**config.mk**
```make
export PLATFORM = sky130hd
export DESIGN_NAME = psum_accum
export DESIGN_NICKNAME = d
export VERILOG_FILES = /design/src/rtl/psum_pkg.sv /design/src/rtl/psum_lane_reduce.sv /design/src/rtl/psum_accum.sv
export SDC_FILE = /design/constraint.sdc
export NUM_CORES = 1
export LEC_CHECK = 0
export ABC_AREA = 0
export CAP_MARGIN = 20
export CORE_MARGIN = 2
export CORE_UTILIZATION = 50
export CTS_BUF_LIST = sky130_fd_sc_hd__clkbuf_16
export CTS_CLUSTER_SIZE = 24
export DETAILED_ROUTE_END_ITERATION = 6
export HOLD_SLACK_MARGIN = 0.05
export MAX_ROUTING_LAYER = met4
export PLACE_DENSITY = 0.72
export SLEW_MARGIN = 20
export SYNTH_ARGS = -nofsm -noshare
export SYNTH_HDL_FRONTEND = slang
export SYNTH_SLANG_ARGS = --single-unit
```
**constraint.sdc**
```tcl
create_clock -name clk -period 6.5 [get_ports clk]
set_input_delay 1.3 -clock clk [delete_from_list [all_inputs] [get_ports clk]]
set_output_delay 1.3 -clock clk [all_outputs]
set_load 0.01 [all_outputs]
```
**src/rtl/psum_pkg.sv**
```systemverilog
// Shared definitions for the partial-sum accumulator: default widths,
// precision-mode encodings of the incoming product word and the FSM state
// encoding. Imported by psum_lane_reduce and psum_accum.
package psum_pkg;

    localparam int DEF_ACC_W = 32;
    localparam int DEF_LEN_W = 8;
    localparam int PROD_W    = 16;

    // Mode 2'b11 is reserved and behaves exactly like MODE_8X8.
    typedef enum logic [1:0] {
        MODE_8X8  = 2'b00,
        MODE_4X4  = 2'b01,
        MODE_2X2  = 2'b10,
        MODE_RSVD = 2'b11
    } mode_e;

    typedef enum logic [1:0] {
        ST_IDLE = 2'b00,
        ST_ACC  = 2'b01,
        ST_OUT  = 2'b10
    } state_e;

endpackage

```
**src/rtl/psum_lane_reduce.sv**
```systemverilog
// Lane reduction of one packed product word to a single unsigned sum.
// Latency: purely combinational, zero cycles.
// Backpressure: none; the caller qualifies the result with its own handshake.
// Ports: in_p  - 16-bit packed product word
//        mode  - precision mode (8x8 / 4x4 / 2x2, reserved treated as 8x8)
//        sum   - 16-bit lane sum (cannot overflow: max is 16'hFFFF in 8x8 mode)
module psum_lane_reduce
    import psum_pkg::*;
(
    input  logic [PROD_W-1:0] in_p,
    input  logic [1:0]        mode,
    output logic [PROD_W-1:0] sum
);

    always_comb begin
        sum = in_p;
        case (mode_e'(mode))
            MODE_4X4: sum = PROD_W'(in_p[15:8]) + PROD_W'(in_p[7:0]);
            MODE_2X2: sum = PROD_W'(in_p[15:12]) + PROD_W'(in_p[11:8])
                          + PROD_W'(in_p[7:4])   + PROD_W'(in_p[3:0]);
            default:  sum = in_p;
        endcase
    end

endmodule

```
**src/rtl/psum_accum.sv**
```systemverilog
// Partial-sum accumulator: sums len lane-reduced product beats into one result.
// Latency: result valid the cycle after the last beat; one bubble per group.
// Backpressure: in_ready drops while a result waits; result held until out_ready.
//
// Ports: clk/nrst (async active-low reset), mode/len (sampled on a group's
// first beat only), in_valid/in_ready/in_p (beat input), out_valid/out_ready/
// out_sum/out_ovf (result output; sum and valid are zero outside the result).
// Build option: define PSUM_SAT_EN to clamp the accumulator at all-ones on
// overflow; otherwise it wraps. out_ovf flags the overflow either way.
module psum_accum
    import psum_pkg::*;
#(
    parameter int ACC_W = DEF_ACC_W,
    parameter int LEN_W = DEF_LEN_W
) (
    input  logic              clk,
    input  logic              nrst,
    input  logic [1:0]        mode,
    input  logic [LEN_W-1:0]  len,
    input  logic              in_valid,
    output logic              in_ready,
    input  logic [PROD_W-1:0] in_p,
    output logic              out_valid,
    input  logic              out_ready,
    output logic [ACC_W-1:0]  out_sum,
    output logic              out_ovf
);

    localparam int SUM_W = ACC_W + 1;

    state_e             state_q, state_d;
    logic [ACC_W-1:0]   acc_q, acc_d;
    logic [LEN_W-1:0]   cnt_q, cnt_d;
    logic [LEN_W-1:0]   len_q, len_d;
    logic [1:0]         mode_q, mode_d;
    logic               ovf_q, ovf_d;
    logic               in_rdy_q, in_rdy_d;
    logic               out_vld_q, out_vld_d;
    logic [ACC_W-1:0]   out_sum_q, out_sum_d;
    logic               out_ovf_q, out_ovf_d;

    logic               accept;
    logic [1:0]         mode_sel;
    logic [PROD_W-1:0]  lane_sum;
    logic [ACC_W-1:0]   lane_ext;
    logic [SUM_W-1:0]   add_full;
    logic               carry;
    logic [ACC_W-1:0]   acc_add;
    logic [LEN_W-1:0]   len_eff;
    logic [LEN_W-1:0]   cnt_inc;

    assign accept   = in_valid && in_rdy_q;
    // The first beat of a group is reduced with the live mode; later beats
    // use the mode latched with that first beat.
    assign mode_sel = (state_q == ST_IDLE) ? mode : mode_q;
    assign len_eff  = (len == '0) ? LEN_W'(1) : len;
    assign cnt_inc  = cnt_q + LEN_W'(1);

    psum_lane_reduce u_lane (
        .in_p (in_p),
        .mode (mode_sel),
        .sum  (lane_sum)
    );

    assign lane_ext = ACC_W'(lane_sum);
    assign add_full = SUM_W'(acc_q) + SUM_W'(lane_sum);
    assign carry    = add_full[ACC_W];

    always_comb begin
`ifdef PSUM_SAT_EN
        // Once clamped, any further non-zero add carries again, so the
        // accumulator stays pinned at all-ones for the rest of the group.
        acc_add = carry ? {ACC_W{1'b1}} : add_full[ACC_W-1:0];
`else
        acc_add = add_full[ACC_W-1:0];
`endif
    end

    always_comb begin
        state_d   = state_q;
        acc_d     = acc_q;
        cnt_d     = cnt_q;
        len_d     = len_q;
        mode_d    = mode_q;
        ovf_d     = ovf_q;
        in_rdy_d  = in_rdy_q;
        out_vld_d = out_vld_q;
        out_sum_d = out_sum_q;
        out_ovf_d = out_ovf_q;
        case (state_q)
            ST_IDLE: begin
                in_rdy_d = 1'b1;
                if (accept) begin
                    mode_d = mode;
                    len_d  = len_eff;
                    acc_d  = lane_ext;
                    cnt_d  = LEN_W'(1);
                    ovf_d  = 1'b0;
                    if (len_eff == LEN_W'(1)) begin
                        state_d   = ST_OUT;
                        in_rdy_d  = 1'b0;
                        out_vld_d = 1'b1;
                        out_sum_d = lane_ext;
                        out_ovf_d = 1'b0;
                    end else begin
                        state_d = ST_ACC;
                    end
                end
            end
            ST_ACC: begin
                in_rdy_d = 1'b1;
                if (accept) begin
                    acc_d = acc_add;
                    cnt_d = cnt_inc;
                    ovf_d = ovf_q | carry;
                    if (cnt_inc == len_q) begin
                        state_d   = ST_OUT;
                        in_rdy_d  = 1'b0;
                        out_vld_d = 1'b1;
                        out_sum_d = acc_add;
                        out_ovf_d = ovf_q | carry;
                    end
                end
            end
            ST_OUT: begin
                in_rdy_d  = 1'b0;
                out_vld_d = 1'b1;
                if (out_ready) begin
                    state_d   = ST_IDLE;
                    in_rdy_d  = 1'b1;
                    out_vld_d = 1'b0;
                    out_sum_d = '0;
                    out_ovf_d = 1'b0;
                end
            end
            default: begin
                state_d   = ST_IDLE;
                in_rdy_d  = 1'b1;
                out_vld_d = 1'b0;
                out_sum_d = '0;
                out_ovf_d = 1'b0;
            end
        endcase
    end

    // in_ready is registered, so it reads 0 during reset and for the first
    // cycle after release; the upstream simply waits one cycle.
    always_ff @(posedge clk or negedge nrst) begin
        if (!nrst) begin
            state_q   <= ST_IDLE;
            acc_q     <= '0;
            cnt_q     <= '0;
            len_q     <= '0;
            mode_q    <= '0;
            ovf_q     <= 1'b0;
            in_rdy_q  <= 1'b0;
            out_vld_q <= 1'b0;
            out_sum_q <= '0;
            out_ovf_q <= 1'b0;
        end else begin
            state_q   <= state_d;
            acc_q     <= acc_d;
            cnt_q     <= cnt_d;
            len_q     <= len_d;
            mode_q    <= mode_d;
            ovf_q     <= ovf_d;
            in_rdy_q  <= in_rdy_d;
            out_vld_q <= out_vld_d;
            out_sum_q <= out_sum_d;
            out_ovf_q <= out_ovf_d;
        end
    end

    assign in_ready  = in_rdy_q;
    assign out_valid = out_vld_q;
    assign out_sum   = out_sum_q;
    assign out_ovf   = out_ovf_q;

endmodule

```
== After elaboration in Yosys (flattened, before gate mapping) ==
Index checks and enable logic that the tools add are counted.
Word-level totals
  flip-flop bits (word level): 88
  bits of input ports: 30
  output and inout bits: 35
  logic and storage cells: 79
Operators by class
  add/subtract/negate cells: 6
  equality and inequality tests: 11
  muxes and demuxes: 42
  bitwise gates (word level): 1
  reduce and logical (&&, ||, !) cells: 9
Operators with widths (number)
  32-bit two-way mux: 7
  32-bit one-hot mux with 3 select lines: 1
  32-bit one-hot mux with 2 select lines: 1
  32-bit by 16-bit adder with 33-bit output: 1
  16-bit by 4-bit adder with 16-bit output: 2
  16-bit one-hot mux with 2 select lines: 1
  8-bit two-way mux: 3
  1-bit two-way mux: 17
  8-bit one-hot mux with 2 select lines: 1
  2-bit two-way mux: 6
  8-bit by 8-bit adder with 9-bit output: 1
  1-bit one-hot mux with 3 select lines: 3
  8-bit by 1-bit adder with 8-bit output, second input constant: 1
  8-bit by 1-bit == test with 1-bit output, second input constant: 1
  8-bit == test: 1
  8-bit logical NOT: 1
  2-bit != test, second input constant: 4
  4-bit AND reduction: 2
  2-bit one-hot mux with 3 select lines: 1
  4-bit by 4-bit adder with 5-bit output: 1
  5-bit AND reduction: 1
  2-bit by 1-bit == test with 1-bit output, second input constant: 2
  2-bit == test, second input constant: 2
  3-bit AND reduction: 1
  other kinds (7): 7

== Longest topological paths before layout ==
  depth after elaboration: 9
  depth in mapped cells: 21
  depth with buffers taken out: 20

== Cells and area by module ==
Synthesis repeated with hierarchy kept, for this count alone.
Unflattened totals
  cells, all modules: 709
  area total of the unflattened synthesis: 6246.0 sq um
Modules (own cells, without submodules)
  psum_accum: times used 1, cells each 590, area an instance 5308.8 sq um, seq. area each 2202.1 sq um
  psum_lane_reduce: times used 1, cells each 119, area an instance 937.1 sq um, seq. area each 0.0 sq um

== Worst setup path after synthesis ==
OpenSTA, ideal clock, no wires.
  path type: in2reg
  start: input port in_p[8]
  end: register out_sum_q[27] (netlist: out_sum[27])
  library setup time: 0.125 ns
  arrival time: 5.551 ns
  data required time: 6.375 ns
  path slack: 0.824 ns
  stages: 19
  path buffers: 0
  cell sequence: ha_1 -> fa_1 -> xnor2_1 -> fa_1 -> inv_1 -> fa_1 -> a21o_1 -> a21oi_1 -> o21ai_0 -> o32ai_1 -> inv_1 -> ha_1 -> a21o_1 -> a211oi_1 -> a21oi_1 -> o21ai_1 -> xor2_1 -> nor2_1 -> mux2_4
Between the ends
  longest elaborated chain between the ends: 8
  elaborated cells between the ends (all ways): 9
  classes of those cells: 5 x add/sub; 4 x mux
Ends and longest elaborated chain
  from (decl): RTL line psum_accum.sv:22  | input logic [PROD_W-1:0] in_p,
  4-bit by 4-bit adder with 5-bit output: RTL line psum_lane_reduce.sv:19  | MODE_2X2: sum = PROD_W'(in_p[15:12]) + PROD_W'(in_p[11:8])
  16-bit by 4-bit adder with 16-bit output (2 in a row): RTL line psum_lane_reduce.sv:20  | + PROD_W'(in_p[7:4]) + PROD_W'(in_p[3:0]);
  16-bit one-hot mux with 2 select lines *: RTL line psum_lane_reduce.sv:17  | case (mode_e'(mode))
  32-bit by 16-bit adder with 33-bit output *: RTL line psum_accum.sv:66  | assign add_full = SUM_W'(acc_q) + SUM_W'(lane_sum);
  32-bit two-way mux *: RTL line psum_accum.sv:116  | if (cnt_inc == len_q) begin
  32-bit two-way mux *: RTL line psum_accum.sv:112  | if (accept) begin
  32-bit one-hot mux with 3 select lines *: RTL line psum_accum.sv:90  | case (state_q)
  to (signal assigned): RTL line psum_accum.sv:169  | out_sum_q <= out_sum_d;
  to (decl): RTL line psum_accum.sv:39  | logic [ACC_W-1:0] out_sum_q, out_sum_d;
Every way passes the cells marked *; elsewhere a longest branch is shown, timed or not. The select of a mux whose other input is x is not followed.
A chain may end at the register's enable or synchronous reset.

== Worst setup path after layout ==
  start: input port in_p[12]
  end: register out_sum_q[23] (netlist: out_sum[23])
Same word-level chain as after synthesis.

==> reports/qor.yml <==
floorplan:
  core_mm2: 0.0126
  io_pins: 65
  dieArea_mm2: 0.0138
  fp.dieW_um: 117
  rows: 41
  initial_core_util: 0.511
  die_h_um: 117
timing:
  worst_slack_ns: 0.217
  worstMarginPinSlew_ns: 1.04
  setup_viol: 0
  min_period_ns: 6.28
  fmax_ghz: 0.159
  rsz0062_at_grt: "true"
  maxSlewHeadroom: 0.307
  maxSlewViolCount: 0
  worst_clock_skew_ns: 0.00676
  min_period_over_period: 0.967
  hold_violations: 0
global_route:
  grt_overflow_total: 0
  grt_max_degree: 63
  antenna_found_initial: 0
  grt_pass1_wl_um: 26900
  grt_pass1_vias: 5424
  grt_util_all_layers: 0.259
critical_path:
  crit_path_end_kind: "flop"
  path_buf_inv: 3
  crit_fanout: 4
  crit_top_cell: "fa_1"
  crit_slowest_cell: "fa_1"
  cpLargestDelayFamily: "compound AO/OA/AOI/OAI gates"
  slowest_delay_ns: 0.48
  required_ns: 6.75
  start_kind: "primary input"
  crit_chain: "clkdlybuf4s50_1, ha_1, fa_1, xnor2_1, fa_1, inv_1, fa_1, a21o_1, a21oi_1, o21ai_0, o32ai_1, inv_1, ha_1, a21o_1, a211oi_1, a21oi_1, o21ai_0, xnor2_1, nor2_1, mux2_4"
  arrival_ns: 6.53
  crit_type: "in -> reg"
drt:
  first_pass_iters: 5
  vias: 5605
  viasPerCell: 5.92
  drtAntennaViolNets: 0
  wl_um: 16500
  drt_iter0_markers: 401
  wl_per_cell_um: 17.4
  drcViolationCount: 0
hold_path:
  min_path_type: "reg -> reg"
logic_synthesis:
  synth_edf_count: 0
  muxShareOfSynthArea: 0.0887
  synthArstFlopShare: 1.00
  synth_area_leaders: "dfrtp_1 34%, ha_1 6.8%, mux2_4 5.1%"
  synth-simple-area-share: 0.155
  synth_compound_area_frac: 0.227
  syn_nets: 780
  synthCells: 707
  synth-xor-area-share: 0.0491
  synth_flop_cell: "dfrtp_1"
  netlist_area_mm2: 0.00642
  synth_fa_ha_area_frac: 0.0932
  syn_avg_cell_area_um2: 9.08
  synth_top_family_by_area: "compound AO/OA/AOI/OAI gates"
  ys_types: 73
  ys_ff_latch: 88
  seq_area_frac_synth: 0.343
  yosys.area.top_type: "dfrtp_1"
  yosysWarnings: 0
  netlist.area_leader.share: 0.343
finish:
  final_common_cell: "dfrtp_1"
  layout_common_cells: "88 x dfrtp_1, 65 x o21ai_0, 64 x nand2_1"
  diodes: 0
  drive_gt1_frac: 0.115
  fin_nets: 843
  fillers: 1130
  syn2layout_area_growth_pct: 17.7
  stdcell_count: 947
  design_area_mm2: 0.00755
placed_design:
  placed_area_mm2: 0.00727
  port_buffers: 64
  gp_congestion: 0.961
  dp_hpwl_um: 12300
  dp.cells: 931
  place_ws_ns: -0.0904
clock_network:
  holdBufCountCts: 0
  clockRootBuffer: "clkbuf_16"
  cts_inserted_buffers: 9
  cts.path.max_buffers: 2
  clk_latency_ns: 0.36
  cts_max_level: 3
  cts.sinks: 88
  clk_pin_slew_ns: 0.07
  tritoncts: "built"
power_and_ir_drop:
  p_leak_uw: 0.00335
  ir_worst_vdd_mv: 0.316
  power_density_mw_per_mm2: 598
outcome:
  run_status: "completed"
job:
  cap_violations: 0
-- layer usage --
| metal | wire length [µm] | GRT usage |
|---|---|---|
| met2 | 8080 | 0.421 |
| met1 | 7440 | 0.335 |
| met4 | 199 | 0.0706 |
| met5 | 0 | - |
| met3 | 750 | 0.0443 |
-- layout make-up --
cell class / instances / area (µm²) / share of cell area
multi-input cells: 554 / 3940 / 0.522
clock buffers: 9 / 225 / 0.0298
flip-flops and latches: 88 / 2200 / 0.292
inverters: 35 / 131 / 0.0174
repair buffers: 82 / 786 / 0.104
well taps: 172 / 215 / 0.0285
clock inverters: 7 / 46.3 / 0.00613
-- power by group --
part / switching (µW) / internal (µW) / total [µW]
clock: 227 / 258 / 486
sequential: 136 / 733 / 869
combinational: 1780 / 1380 / 3160
-- worst paths after layout --
kind,startpoint,to,slack (ns),cells after the start
min in group asynchronous,nrst,out_sum[12],0.85,1
max reg2reg,state_q[0],acc_q[25],1.43,15
min reg2reg,out_sum[7],out_sum[7],0.49,1
max in group asynchronous,nrst,cnt_q[2],4.53,2
min,out_sum[7],out_sum[7],0.49,1
max,in_p[12],out_sum[23],0.22,20
-- cell families after synthesis --
| group | after synthesis |
|---|---|
| and+or+nand+nor | 208 |
| AOI/OAI and AO/OA | 223 |
| adders and majority gates | 43 |
| muxes | 44 |
| DFF | 88 |
| buffers and inverters | 65 |
| xor gates and xnor gates | 36 |
-- state kept, by name, summed over array words and instances (netlist names) --
register,cells
acc_q,32
out_sum,32
cnt_q,8
len_q,8
mode_q,2
state_q,2
in_ready,1
out_ovf,1
out_valid,1
ovf_q,1
-- through the flow --
step	TNS (ns)	power, µW	hold WS (ns)	utilization
3_5_place_dp	-0.347	3990	0.480	0.579
3_3_place_gp	0	3920	0.473	0.579
6_report	0	4520	0.495	0.601
5_1_grt	-0.160	4900	0.502	0.601
2_1_floorplan	0	3130	0.456	-
4_1_cts	0	4510	0.498	0.600
-- cells in the mapped netlist (all sizes together) (2+ instances only) --
library cell  instances
dfrtp                88
clkbuf               23
nor4                  4
a21o                 10
o41ai                 3
ha                   35
o21ai                69
and4                  6
a211oi                9
inv                  34
a221oi                3
o211a                 2
o21a                 12
a21oi                53
o21bai                4
buf                   7
o31ai                 5
or4                   3
a22oi                 3
nand2b                7
a21boi                2
nand3                21
nor3                  8
mux2                 37
xnor2                19
nand4                 3
o211ai                5
o31a                  2
a22o                 12
o2bb2ai               4
or3                   6
a32o                  3
o22ai                 2
fa                    8
nor2                 61
xor2                 17
or2                   2
nand2                64
a31o                  3
and3                 10
mux2i                 7
o2111a                2
and2                 10
a31oi                 8
-- what timing repair did --
action | 4_1_cts | 5_1_grt
endpoints found under the setup margin | 0 | 5
resized for setup | 0 | 2
setup buffers | 0 | 0
(Power assumes the default switching activity.)
==> RTL edit (config.mk and constraints unchanged) <==
Build with the macro `PSUM_SAT_EN` defined.
--- a/src/rtl/psum_accum.sv
+++ b/src/rtl/psum_accum.sv
@@ -7,6 +7,8 @@
 // out_sum/out_ovf (result output; sum and valid are zero outside the result).
 // Build option: define PSUM_SAT_EN to clamp the accumulator at all-ones on
 // overflow; otherwise it wraps. out_ovf flags the overflow either way.
+`define PSUM_SAT_EN
+
 module psum_accum
     import psum_pkg::*;
 #(
Formal check against the unedited RTL: same outputs for any inputs over 4 cycles, from zero or initial values and one cycle with nrst low; that may be too few to reach the edited logic, so the function may still have changed.
==> RTL edit against the original RTL <==
Total power is 11% lower. Die area is 6.4% lower. Synthesized cell count is 1.8% lower. Synthesized area is 6.6% lower. Sequential cell count stayed put. First-iteration DRC count is 8.7% higher. Largest cell class unchanged. Wire length is 0.42% lower. Sequential share of layout area is 1.8 points higher. Critical endpoint is now out_sum[13]$_DFFE_PN0P_. Worst setup slack better by 0.00056 ns. Core utilization is 1.4 points higher. Cell area is 5.9% lower.
==> RTL edit: results (changes against the original RTL) <==
yosys:
  synth_common_cells: "nand2_1, dfrtp_1, o21ai_0"
  synth_cell_type_count: 57  # -22%
  postSynthNetCount: 767  # -1.7%
  netlist_instances: 694  # -1.8%
  seq_area_frac_synth: 0.367  # +0.0242
  synth_area_leaders: "dfrtp_1, ha_1, o21ai_0, nand2_1, a21oi_1"
placement:
  placed_cells: 894  # -4.0%
  place.gp.congestion: 0.958  # -0.32%
  placed_cell_area_um2: 6850  # -5.8%
route:
  wl_met3_um: 1070  # +42%
  viasPerCell: 6.03  # +1.9%
  drt-initial-drc-count: 436  # +8.7%
  vias: 5481  # -2.2%
  wl_per_cell_um: 18.0  # +3.7%
critical_path:
  critical_path_peak_fanout: 26  # +22
  crit_arrival_ns: 6.54  # about the same
  crit_slowest_cell: "or4_4"
  cp_slowest_stage_delay_ns: 0.63  # +0.15 ns
grt:
  grt_max_degree: 59  # -6.3%
  grt_pass1_wl_um: 27900  # +3.7%
  grt_use_met3: 0.0441  # -0.000182
  grtUsageMet2: 0.427  # +0.00569
  first_global_vias: 5392  # -0.59%
  grt_usage: 0.281  # +0.0218
  grt_use_met1: 0.396  # +0.0615
power:
  p_leak_nw: 3.20  # -4.7%
  powerComb_mw: 2.72  # -14%
  pg_seq_mw: 0.837  # -3.7%
  p_sw_mw: 1.87  # -13%
timing:
  worst_slew_pin_slew_ns: 1.04  # +0.00648 ns
  finalClockSkew_ns: 0.00644  # -0.000318 ns
clock_tree:
  worstSkewPairLatency_ns: 0.34  # -0.02 ns
status:
  outcome: "completed"
layout:
  fin_nets: 835  # -0.95%
## RTL edit: layout make-up
class                   instances  area [um2]
fillers                      1032        4460
multi-input cells             542        3530
well taps                     143         179
clock inverters                 6        30.0
clock buffers                   9         225
flip-flops and latches         88        2200
repair buffers                 88         818
inverters                      33         124
## RTL edit: path summary, 6_finish.rpt
check	start	end	slack, ns	cells after the start
min in group asynchronous	nrst	out_sum[7]$_DFFE_PN0P_	0.89	1
max	in_p[12]	out_sum[13]$_DFFE_PN0P_	0.22	19
min	out_sum[12]$_DFFE_PN0P_	out_sum[12]$_DFFE_PN0P_	0.48	2
min reg2reg	out_sum[12]$_DFFE_PN0P_	out_sum[12]$_DFFE_PN0P_	0.48	2
max in group asynchronous	nrst	out_sum[26]$_DFFE_PN0P_	4.51	2
max reg2reg	state_q[1]$_DFFE_PN0P_	out_sum[1]$_DFFE_PN0P_	0.86	16
## RTL edit: critical path: cells and delay by family
family | cells | cell delay [ns]
compound gates | 9 | 1.81
fa+ha+maj | 6 | 2.17
buf+inv | 1 | 0.46
simple gates | 3 | 0.79
## RTL edit: kinds of logic after synthesis
group | Yosys count | share of synthesized area
AOI/OAI and AO/OA | 245 | 0.251
xor gates and xnor gates | 40 | 0.0585
adders and majority gates | 43 | 0.0998
buffers and inverters | 64 | 0.0461
DFF | 88 | 0.367
muxes | 12 | 0.0223
and+or+nand+nor | 202 | 0.155
## RTL edit: through the flow
| stage | hold slack, ns | total power, mW | worst slack [ns] |
|---|---|---|---|
| 2_1_floorplan | 0.456 | 2.78 | 0.533 |
| 3_3_place_gp | 0.463 | 3.42 | 0.0948 |
| 3_5_place_dp | 0.470 | 3.51 | -0.160 |
| 4_1_cts | 0.484 | 4.00 | 0.152 |
| 5_1_grt | 0.517 | 4.38 | 0.0547 |
| 6_report | 0.481 | 4.02 | 0.218 |
